### src/rtl/vga_pkg.sv
// vga_pkg: shared timing defaults, coordinate width and helpers for the
// VGA timing generator and box overlay.
//   - *_DEF localparams: standard 640x480 @ 60 Hz timing (25 MHz pixel clock)
//   - total4(): sum of the four segments of a line or a frame
//   - move_req_t: one bit per move direction (pending requests)
package vga_pkg;

    localparam int CW_DEF       = 12;

    localparam int H_ACTIVE_DEF = 640;
    localparam int H_FP_DEF     = 16;
    localparam int H_SYNC_DEF   = 96;
    localparam int H_BP_DEF     = 48;

    localparam int V_ACTIVE_DEF = 480;
    localparam int V_FP_DEF     = 10;
    localparam int V_SYNC_DEF   = 2;
    localparam int V_BP_DEF     = 33;

    function automatic int total4(input int active, input int fp,
                                  input int sync, input int bp);
        return active + fp + sync + bp;
    endfunction

    typedef struct packed {
        logic left;
        logic right;
        logic up;
        logic down;
    } move_req_t;

endpackage

### src/rtl/vga_timing.sv
// vga_timing: horizontal/vertical counters and registered sync/video outputs.
// Ports:
//   clk, rst_n      pixel clock, async active-low reset
//   h_sync, v_sync  registered syncs (SYNC_POL during the sync interval)
//   video_on        registered active-region flag
//   pix_x, pix_y    registered counter values (also valid in blanking)
//   frame_start     registered pulse, one cycle after the apply point
//   hcnt, vcnt      raw counters for logic aligned with the outputs above
//   active          combinational active-region flag for the raw counters
//   apply           combinational frame-boundary strobe (hcnt==0, vcnt==V_ACTIVE)
module vga_timing
    import vga_pkg::*;
#(
    parameter int H_ACTIVE = H_ACTIVE_DEF,
    parameter int H_FP     = H_FP_DEF,
    parameter int H_SYNC   = H_SYNC_DEF,
    parameter int H_BP     = H_BP_DEF,
    parameter int V_ACTIVE = V_ACTIVE_DEF,
    parameter int V_FP     = V_FP_DEF,
    parameter int V_SYNC   = V_SYNC_DEF,
    parameter int V_BP     = V_BP_DEF,
    parameter bit SYNC_POL = 1'b0,
    parameter int CW       = CW_DEF
) (
    input  logic          clk,
    input  logic          rst_n,
    output logic          h_sync,
    output logic          v_sync,
    output logic          video_on,
    output logic [CW-1:0] pix_x,
    output logic [CW-1:0] pix_y,
    output logic          frame_start,
    output logic [CW-1:0] hcnt,
    output logic [CW-1:0] vcnt,
    output logic          active,
    output logic          apply
);

    localparam int H_TOTAL = total4(H_ACTIVE, H_FP, H_SYNC, H_BP);
    localparam int V_TOTAL = total4(V_ACTIVE, V_FP, V_SYNC, V_BP);

    localparam logic [CW-1:0] H_LAST = CW'(H_TOTAL - 1);
    localparam logic [CW-1:0] V_LAST = CW'(V_TOTAL - 1);
    localparam logic [CW-1:0] H_ACT  = CW'(H_ACTIVE);
    localparam logic [CW-1:0] V_ACT  = CW'(V_ACTIVE);
    localparam logic [CW-1:0] HS_BEG = CW'(H_ACTIVE + H_FP);
    localparam logic [CW-1:0] HS_END = CW'(H_ACTIVE + H_FP + H_SYNC);
    localparam logic [CW-1:0] VS_BEG = CW'(V_ACTIVE + V_FP);
    localparam logic [CW-1:0] VS_END = CW'(V_ACTIVE + V_FP + V_SYNC);

    logic hs_c, vs_c;

    always_comb begin
        hs_c   = (hcnt >= HS_BEG && hcnt < HS_END) ? SYNC_POL : ~SYNC_POL;
        vs_c   = (vcnt >= VS_BEG && vcnt < VS_END) ? SYNC_POL : ~SYNC_POL;
        active = (hcnt < H_ACT) && (vcnt < V_ACT);
        apply  = (hcnt == '0) && (vcnt == V_ACT);
    end

    always_ff @(posedge clk or negedge rst_n) begin
        if (!rst_n) begin
            hcnt <= '0;
            vcnt <= '0;
        end else if (hcnt == H_LAST) begin
            hcnt <= '0;
            vcnt <= (vcnt == V_LAST) ? '0 : vcnt + 1'b1;
        end else begin
            hcnt <= hcnt + 1'b1;
        end
    end

    // Every output is a register of the current counters, so they all sit
    // exactly one cycle behind hcnt/vcnt and stay mutually aligned.
    always_ff @(posedge clk or negedge rst_n) begin
        if (!rst_n) begin
            h_sync      <= ~SYNC_POL;
            v_sync      <= ~SYNC_POL;
            video_on    <= 1'b0;
            pix_x       <= '0;
            pix_y       <= '0;
            frame_start <= 1'b0;
        end else begin
            h_sync      <= hs_c;
            v_sync      <= vs_c;
            video_on    <= active;
            pix_x       <= hcnt;
            pix_y       <= vcnt;
            frame_start <= apply;
        end
    end

endmodule

### src/rtl/vga_box_engine.sv
// vga_box_engine: VGA timing plus a movable solid box overlay.
// Ports:
//   clk, rst_n            pixel clock, async active-low reset
//   move_left/right/up/down  single-cycle move requests (sticky until the
//                         next frame boundary)
//   h_sync, v_sync, video_on, pix_x, pix_y, frame_start  from vga_timing
//   box_on                registered, aligned with the other outputs
// The box moves only at the frame boundary (start of vertical blanking) so
// a visible frame never shows two box positions.
module vga_box_engine
    import vga_pkg::*;
#(
    parameter int H_ACTIVE = H_ACTIVE_DEF,
    parameter int H_FP     = H_FP_DEF,
    parameter int H_SYNC   = H_SYNC_DEF,
    parameter int H_BP     = H_BP_DEF,
    parameter int V_ACTIVE = V_ACTIVE_DEF,
    parameter int V_FP     = V_FP_DEF,
    parameter int V_SYNC   = V_SYNC_DEF,
    parameter int V_BP     = V_BP_DEF,
    parameter bit SYNC_POL = 1'b0,
    parameter int BOX_W    = 200,
    parameter int BOX_H    = 200,
    parameter int INIT_X   = 220,
    parameter int INIT_Y   = 140,
    parameter int STEP     = 8,
    parameter int CW       = CW_DEF
) (
    input  logic          clk,
    input  logic          rst_n,
    input  logic          move_left,
    input  logic          move_right,
    input  logic          move_up,
    input  logic          move_down,
    output logic          h_sync,
    output logic          v_sync,
    output logic          video_on,
    output logic [CW-1:0] pix_x,
    output logic [CW-1:0] pix_y,
    output logic          box_on,
    output logic          frame_start
);

    localparam int H_TOTAL = total4(H_ACTIVE, H_FP, H_SYNC, H_BP);
    localparam int V_TOTAL = total4(V_ACTIVE, V_FP, V_SYNC, V_BP);

    if (BOX_W > H_ACTIVE || BOX_H > V_ACTIVE) begin : g_bad_box
        $error("vga_box_engine: box larger than active area");
    end
    if (INIT_X < 0 || INIT_X > H_ACTIVE - BOX_W ||
        INIT_Y < 0 || INIT_Y > V_ACTIVE - BOX_H) begin : g_bad_init
        $error("vga_box_engine: initial box position out of range");
    end
    if (H_TOTAL >= (1 << CW) || V_TOTAL >= (1 << CW)) begin : g_bad_cw
        $error("vga_box_engine: CW too narrow for line/frame totals");
    end

    // One extra bit of headroom so +STEP cannot overflow before clamping.
    localparam logic [CW:0] X_MAX  = (CW+1)'(H_ACTIVE - BOX_W);
    localparam logic [CW:0] Y_MAX  = (CW+1)'(V_ACTIVE - BOX_H);
    localparam logic [CW:0] STEP_E = (CW+1)'(STEP);
    localparam logic [CW:0] BOXW_E = (CW+1)'(BOX_W);
    localparam logic [CW:0] BOXH_E = (CW+1)'(BOX_H);

    logic [CW-1:0] hcnt, vcnt;
    logic          active, apply;

    vga_timing #(
        .H_ACTIVE(H_ACTIVE), .H_FP(H_FP), .H_SYNC(H_SYNC), .H_BP(H_BP),
        .V_ACTIVE(V_ACTIVE), .V_FP(V_FP), .V_SYNC(V_SYNC), .V_BP(V_BP),
        .SYNC_POL(SYNC_POL), .CW(CW)
    ) u_timing (
        .clk        (clk),
        .rst_n      (rst_n),
        .h_sync     (h_sync),
        .v_sync     (v_sync),
        .video_on   (video_on),
        .pix_x      (pix_x),
        .pix_y      (pix_y),
        .frame_start(frame_start),
        .hcnt       (hcnt),
        .vcnt       (vcnt),
        .active     (active),
        .apply      (apply)
    );

    move_req_t     req, pend, pend_nxt;
    logic [CW-1:0] box_x, box_y, box_x_nxt, box_y_nxt;
    logic [CW:0]   x_e, y_e, x_dec, x_inc, y_dec, y_inc;
    logic          hit;

    assign req = '{left: move_left, right: move_right, up: move_up, down: move_down};

    always_comb begin
        x_e   = {1'b0, box_x};
        y_e   = {1'b0, box_y};
        // Saturate at both ends; compare before subtracting so 0 never wraps.
        x_dec = (x_e < STEP_E) ? '0 : x_e - STEP_E;
        x_inc = (x_e + STEP_E > X_MAX) ? X_MAX : x_e + STEP_E;
        y_dec = (y_e < STEP_E) ? '0 : y_e - STEP_E;
        y_inc = (y_e + STEP_E > Y_MAX) ? Y_MAX : y_e + STEP_E;

        box_x_nxt = box_x;
        box_y_nxt = box_y;
        if (pend.left && !pend.right)  box_x_nxt = x_dec[CW-1:0];
        if (pend.right && !pend.left)  box_x_nxt = x_inc[CW-1:0];
        if (pend.up && !pend.down)     box_y_nxt = y_dec[CW-1:0];
        if (pend.down && !pend.up)     box_y_nxt = y_inc[CW-1:0];

        // A request landing on the apply cycle itself survives into the
        // next frame instead of being swallowed by the clear.
        pend_nxt = apply ? req : (pend | req);

        hit = active &&
              ({1'b0, hcnt} >= x_e) && ({1'b0, hcnt} < x_e + BOXW_E) &&
              ({1'b0, vcnt} >= y_e) && ({1'b0, vcnt} < y_e + BOXH_E);
    end

    always_ff @(posedge clk or negedge rst_n) begin
        if (!rst_n) begin
            box_x  <= CW'(INIT_X);
            box_y  <= CW'(INIT_Y);
            pend   <= '0;
            box_on <= 1'b0;
        end else begin
            pend   <= pend_nxt;
            box_on <= hit;
            if (apply) begin
                box_x <= box_x_nxt;
                box_y <= box_y_nxt;
            end
        end
    end

endmodule
### config.mk
export PLATFORM = sky130hd
export DESIGN_NAME = vga_box_engine
export DESIGN_NICKNAME = d
export VERILOG_FILES = /design/src/rtl/vga_pkg.sv /design/src/rtl/vga_timing.sv /design/src/rtl/vga_box_engine.sv
export SDC_FILE = /design/constraint.sdc
export NUM_CORES = 1
export LEC_CHECK = 0
export CORE_MARGIN = 2
export CORE_UTILIZATION = 47
export CTS_CLUSTER_SIZE = 40
export DETAILED_ROUTE_END_ITERATION = 8
export HOLD_SLACK_MARGIN = 0.12
export PLACE_DENSITY_LB_ADDON = 0.08
export SLEW_MARGIN = 30
export SYNTH_ARGS = -nofsm -noshare
export SYNTH_HDL_FRONTEND = slang
export SYNTH_SLANG_ARGS = --single-unit
### constraint.sdc
create_clock -name clk -period 4.1 [get_ports clk]
set_input_delay 0.82 -clock clk [delete_from_list [all_inputs] [get_ports clk]]
set_output_delay 0.82 -clock clk [all_outputs]
set_load 0.01 [all_outputs]
Yosys cells after proc, flatten, opt, wreduce, memory -nomap -nowiden
Cells that the tools add are included.

Add/sub/neg operators: 8. Muxes and demuxes: 13. Order comparisons: 14. Reductions and logical operators: 21. Eq/ne operators: 3. Bitwise operators: 1.

Operator list (number): 12-bit two-way mux (10); 12-bit by 4-bit adder with 13-bit output, second input constant (2); 12-bit by 8-bit adder with 13-bit output, second input constant (2); 13-bit by 9-bit greater-than comparator with 1-bit output, second input constant (2); 12-bit by 13-bit < comparator with 1-bit output (2); 12-bit by 1-bit adder with 12-bit output, second input constant (2); 12-bit by 10-bit == test with 1-bit output, second input constant (2); 12-bit >= comparator (2); 12-bit by 10-bit < comparator with 1-bit output, second input constant (2); 12-bit by 4-bit < comparator with 1-bit output, second input constant (2); 12-bit by 9-bit < comparator with 1-bit output, second input constant (2); 12-bit by 4-bit subtractor with 12-bit output, second input constant (2); 12-bit by 9-bit == test with 1-bit output, second input constant (1); 12-bit by 10-bit >= comparator with 1-bit output, second input constant (1); 12-bit by 9-bit >= comparator with 1-bit output, second input constant (1); 1-bit logical AND (12); 12-bit logical NOT (1); 1-bit logical NOT (4); 4-bit two-way mux (1); 4-bit bitwise OR (1); 2-bit AND reduction (2); 2-bit nonzero test (2); 1-bit two-way mux (2).

Word-level logic and storage cells: 75. Register bits: 81. Bits of input ports: 6. Output and inout bits: 29.

Depth between registers and ports, before layout
Word-level depth: 6. Gate-level depth with buffers: 11.

Cells and area by module
Synthesis repeated with hierarchy kept, for this count alone.

Cell total of the unflattened synthesis: 525. Area total of the unflattened synthesis: 5001.0 um^2.

Modules (own cells, without submodules): vga_box_engine (instances 1, area an instance 2984.1 um^2, cells an instance 368); vga_timing (instances 1, area an instance 2016.9 um^2, cells an instance 157).

Worst setup path after synthesis
OpenSTA, ideal clock, no wires.

Path kind: reg2reg. Start point: reg box_y[5]. End point: reg box_on. Stages on the path, launching flop included: 11. Clock period less this slack: 2.475 ns. Slack: 1.625 ns. Buffers on the path: 1. Arrival: 2.375 ns. Required time: 4.000 ns. Cell sequence: dfrtp_1 clkbuf_1 nand3_1 and2_1 nor3_1 xnor2_1 ha_1 a2111oi_0 o211a_1 o221ai_1 nor4bb_1.

Longest elaborated chain between the ends: 3. Elaborated cells on any way between the ends: 5.

Ends and longest elaborated chain: start, declared (RTL line vga_box_engine.sv:88) `logic [CW-1:0] box_x, box_y, box_x_nxt, box_y_nxt;`; start signal, assigned (RTL line vga_box_engine.sv:122) `box_y <= CW'(INIT_Y);`; start signal, assigned (RTL line vga_box_engine.sv:130) `box_y <= box_y_nxt;`; 12-bit by 8-bit adder with 13-bit output or 12-bit >= comparator (tied branches) (RTL line vga_box_engine.sv:116) `({1'b0, vcnt} >= y_e) && ({1'b0, vcnt} < y_e + BOXH_E);`; 12-bit by 13-bit < comparator with 1-bit output or 1-bit logical AND (tied branches) (RTL line vga_box_engine.sv:116, vga_box_engine.sv:115); 1-bit logical AND (*) (RTL line vga_box_engine.sv:116); via hit (RTL line vga_box_engine.sv:90) `logic hit;`; end signal, assigned (RTL line vga_box_engine.sv:127) `box_on <= hit;`; end, declared (RTL line vga_box_engine.sv:40) `output logic box_on,`.

The timed path passes the listed nets; every way through them passes the cells marked *. A chain may end at the register's enable or synchronous reset.

Worst setup path in the final report
Start point: reg box_y[3]. End point: reg box_on.

Same word-level chain as after synthesis.

==> summary.md <==
| Metric | Value |
|---|---|
| Status | finished clean |
| Synth top area cells | dfrtp_1, ha_1, dfstp_2, xnor2_1, o21ai_0 |
| Worst-Margin Slew | between 0.6 and 0.7 ns |
| FFs w/ async S/R, synth | 1.000 |
| Initial Util | 0.4786 |
| Period utilization | 0.6876 |
| Pwr per Cell Area | 247.4 mW/mm² |
| Antenna Cells | 0 |
| Startpoint Class | flop |
| Post-Syn Area | approximately 0.0049 mm² |
| Final Wtd Congestion | about 0.92 |
| Hold WS | 0.4512 ns |
| Most frequent cell after synthesis | dfrtp_1 |
| Critical Setup Path Class | reg2reg |
| CTS Buf Count | 9 |
| Placeable Area | 0.01018 mm² |
| Final-report setup violation count | 0 |
| Average routed wire per standard cell | 16.67 µm |
| CTS Buffer Depth | 2 |
| Clock edge transition at the registers on the reported setup and hold paths | 0.09 ns |
| Slew Limit Fails | 0 |
| Final core occ | 0.5436 |
| Die H | 105.8 µm |
| Sum Neg Setup Slack | 0 ns |
| Die Wd | about 110 µm |
| Maxcap violations | 0 |
| Fin. Hold Viols | 0 |
| Pre-CTS WS | 1.301 ns |
| Synth-to-layout area growth | 13.58% |
| Final nets | 604 |
| Seq/Total Area, Yosys | 0.3978 |
| CP cell instances | nand3_1, and2_1, nor3_1, xnor2_1, ha_1, a2111oi_0, o211a_1, o221ai_1, nor4bb_1 |
| Worst Path Arrival | between 3 and 4 ns |
| Yosys reg bits | 77 |
| Yosys top cell area share | 0.3439 |
| Design Power | 1.370 mW |
| Leak Pwr | 2.343 nW |
| Post-DP HPWL | 8315 µm |
| Yosys warning count | 0 |
| Post-CTS resize count | 0 |
| Worst stage delay on the critical path | roughly 0.6 ns |
| Post-synth EDFFs | 0 |
| Global-route wire length before repair | slightly below 20000 µm |
| Max VDD drop | ~0.00025 V |
| Post-CTS Setup Inserts | 0 |
| Final Skew | 0.01791 ns |
| Worst-Skew Late Latency | about 0.37 ns |
| CTS root buf | clkbuf_8 |
| Crit end category | flop |
| Dominant cell type by area after synthesis | dfrtp_1 |
| Mapped Nets | around 570 |
| Share of layout cells above drive strength 1 | 0.07971 |
| CTS tree | built |
| Total congestion overflow | 0 |
| DR DRC count | 0 |
| Post-route minimum period | ~2.8 ns |
| Vias in the first global route | 3808 |
| Max Clk Rate | 354.7 MHz |
| Cts hold-fix bufs | 0 |
| Tot GR Track Use | 0.2191 |
| Pre-antenna DRT Iters | 5 |
| Buf/Inv on CP | 0 |
| DR vias/cell | 5.801 |
| Final WS setup | 1.281 ns |
| Worst Path Required | 4.38 ns |
| Hold Crit Class | reg2reg |
| Post-synth top flop | dfrtp_1 |
| R2R setup slack | 1.28 ns |
| Port bufs | 34 |
| ANT nets after route | 0 |
| RSZ-0062 raised after global routing | false |
| Slowest-stage cell, CP | dfstp_2 |
| Htree depth | 3 |
| CP Max Fanout | 7 |
| IO Pins | 35 |
| CP delay by family, top | simple AND/OR/NAND/NOR gates |
| Vias post-DR | between 3k and 4k |
| Synth cell types | 60 |
| Post-Synthesis Cells | 518 |
| Row count | 37 |
| Relative slew margins | 0.5398 |
| Initial antenna violation count | 0 |
| Largest net degree at the start of global routing | 78 |
| Mapped Avg Cell Area | 9.411 µm² |
| Die area | roughly 0.011 mm² |
| Detailed Route Iter0 Violations | approximately 200 |
| Most instantiated cells after synthesis | dfrtp_1, ha_1, inv_1 |
| CTS Sinks | 77 |
| Overall routed net length | 11470 µm |
## power breakdown
group | total, mW | switching (mW) | internal [mW] | leakage (nW)
sequential | 0.759 | 0.0000000000000000502 | 0.759 | 0.984
combinational | 0.0189 | 0.0146 | 0.00430 | 1.27
clock | 0.592 | 0.309 | 0.283 | 0.0923
total | 1.37 | 0.323 | 1.05 | 2.34
## cell usage in the layout, fill, tap and decap left out, drive strengths merged, types with 15 or more instances in the layout
cell	n
inv	37
nand3	22
o21ai	32
xnor2	19
nand2	32
a21o	15
a21oi	28
ha	50
clkdlybuf4s50	33
dfrtp	67
nand4	20
nor2	34
nor3	15
## cell families after synthesis
| logic type | share of synthesized area |
|---|---|
| xor gates and xnor gates | 0.04492 |
| buffers and inverters | 0.04107 |
| AOI/OAI and AO/OA | 0.1943 |
| DFF | 0.3978 |
| muxes | 0.004620 |
| and+or+nand+nor | 0.1889 |
| adders and majority gates | 0.1283 |
## sequential cells by signal, indices dropped and copies added (netlist names)
signal	cells
u_timing.hcnt	12
u_timing.pix_x	12
u_timing.pix_y	12
u_timing.vcnt	12
box_x	10
box_y	10
pend	4
box_on	1
u_timing.frame_start	1
u_timing.h_sync	1
u_timing.v_sync	1
u_timing.video_on	1
## final timing paths
| path | startpoint | to | cells past startpoint |
|---|---|---|---|
| worst min register to register | u_timing.hcnt[1] | u_timing.pix_x[1] | 0 |
| worst max-delay path | box_y[3] | box_on | 9 |
| worst min-delay path | u_timing.hcnt[1] | u_timing.pix_x[1] | 0 |
| max in group asynchronous | rst_n | u_timing.video_on | 1 |
| worst max register to register | box_y[3] | box_on | 9 |
| min in group asynchronous | rst_n | box_on | 1 |
## cell type report
| cell class | instances | area, µm² |
|---|---|---|
| fillers | 905 | 4648 |
| multi-input cells | 388 | 2740 |
| flip-flops and latches | 77 | 1939 |
| repair buffers | 36 | 356.6 |
| well taps | 136 | 170.2 |
| inverters | 36 | 135.1 |
| clock buffers | 9 | 123.9 |
| clock inverters | 6 | 71.32 |
## worst register-to-register path: stages, from the launching register on
cell	delay, ns
dfstp_2	0.60
nand3_1	0.24
and2_1	0.26
nor3_1	0.19
xnor2_1	0.16
ha_1	0.27
a2111oi_0	0.43
o211a_1	0.22
o221ai_1	0.11
nor4bb_1	0.26
## through the flow
stage / instance area, µm² / instances
3_3_place_gp: 5333 / 673
4_1_cts: 5533 / 688
2_1_floorplan: 4875 / 518
3_5_place_dp: 5338 / 673
6_report: 5537 / 688
5_1_grt: 5537 / 688
## layer usage
layer	part of all wire	up-vias	global-route usage	routed length (µm)
met5	0	-	0	0
met4	0.0089	0	0.04699	102
met3	0.055	9	0.06617	634
met2	0.45	103	0.3171	5112
met1	0.49	1915	0.3239	5622
li1	-	1964	-	-
No activity file was read; power rests on OpenSTA's default activity.
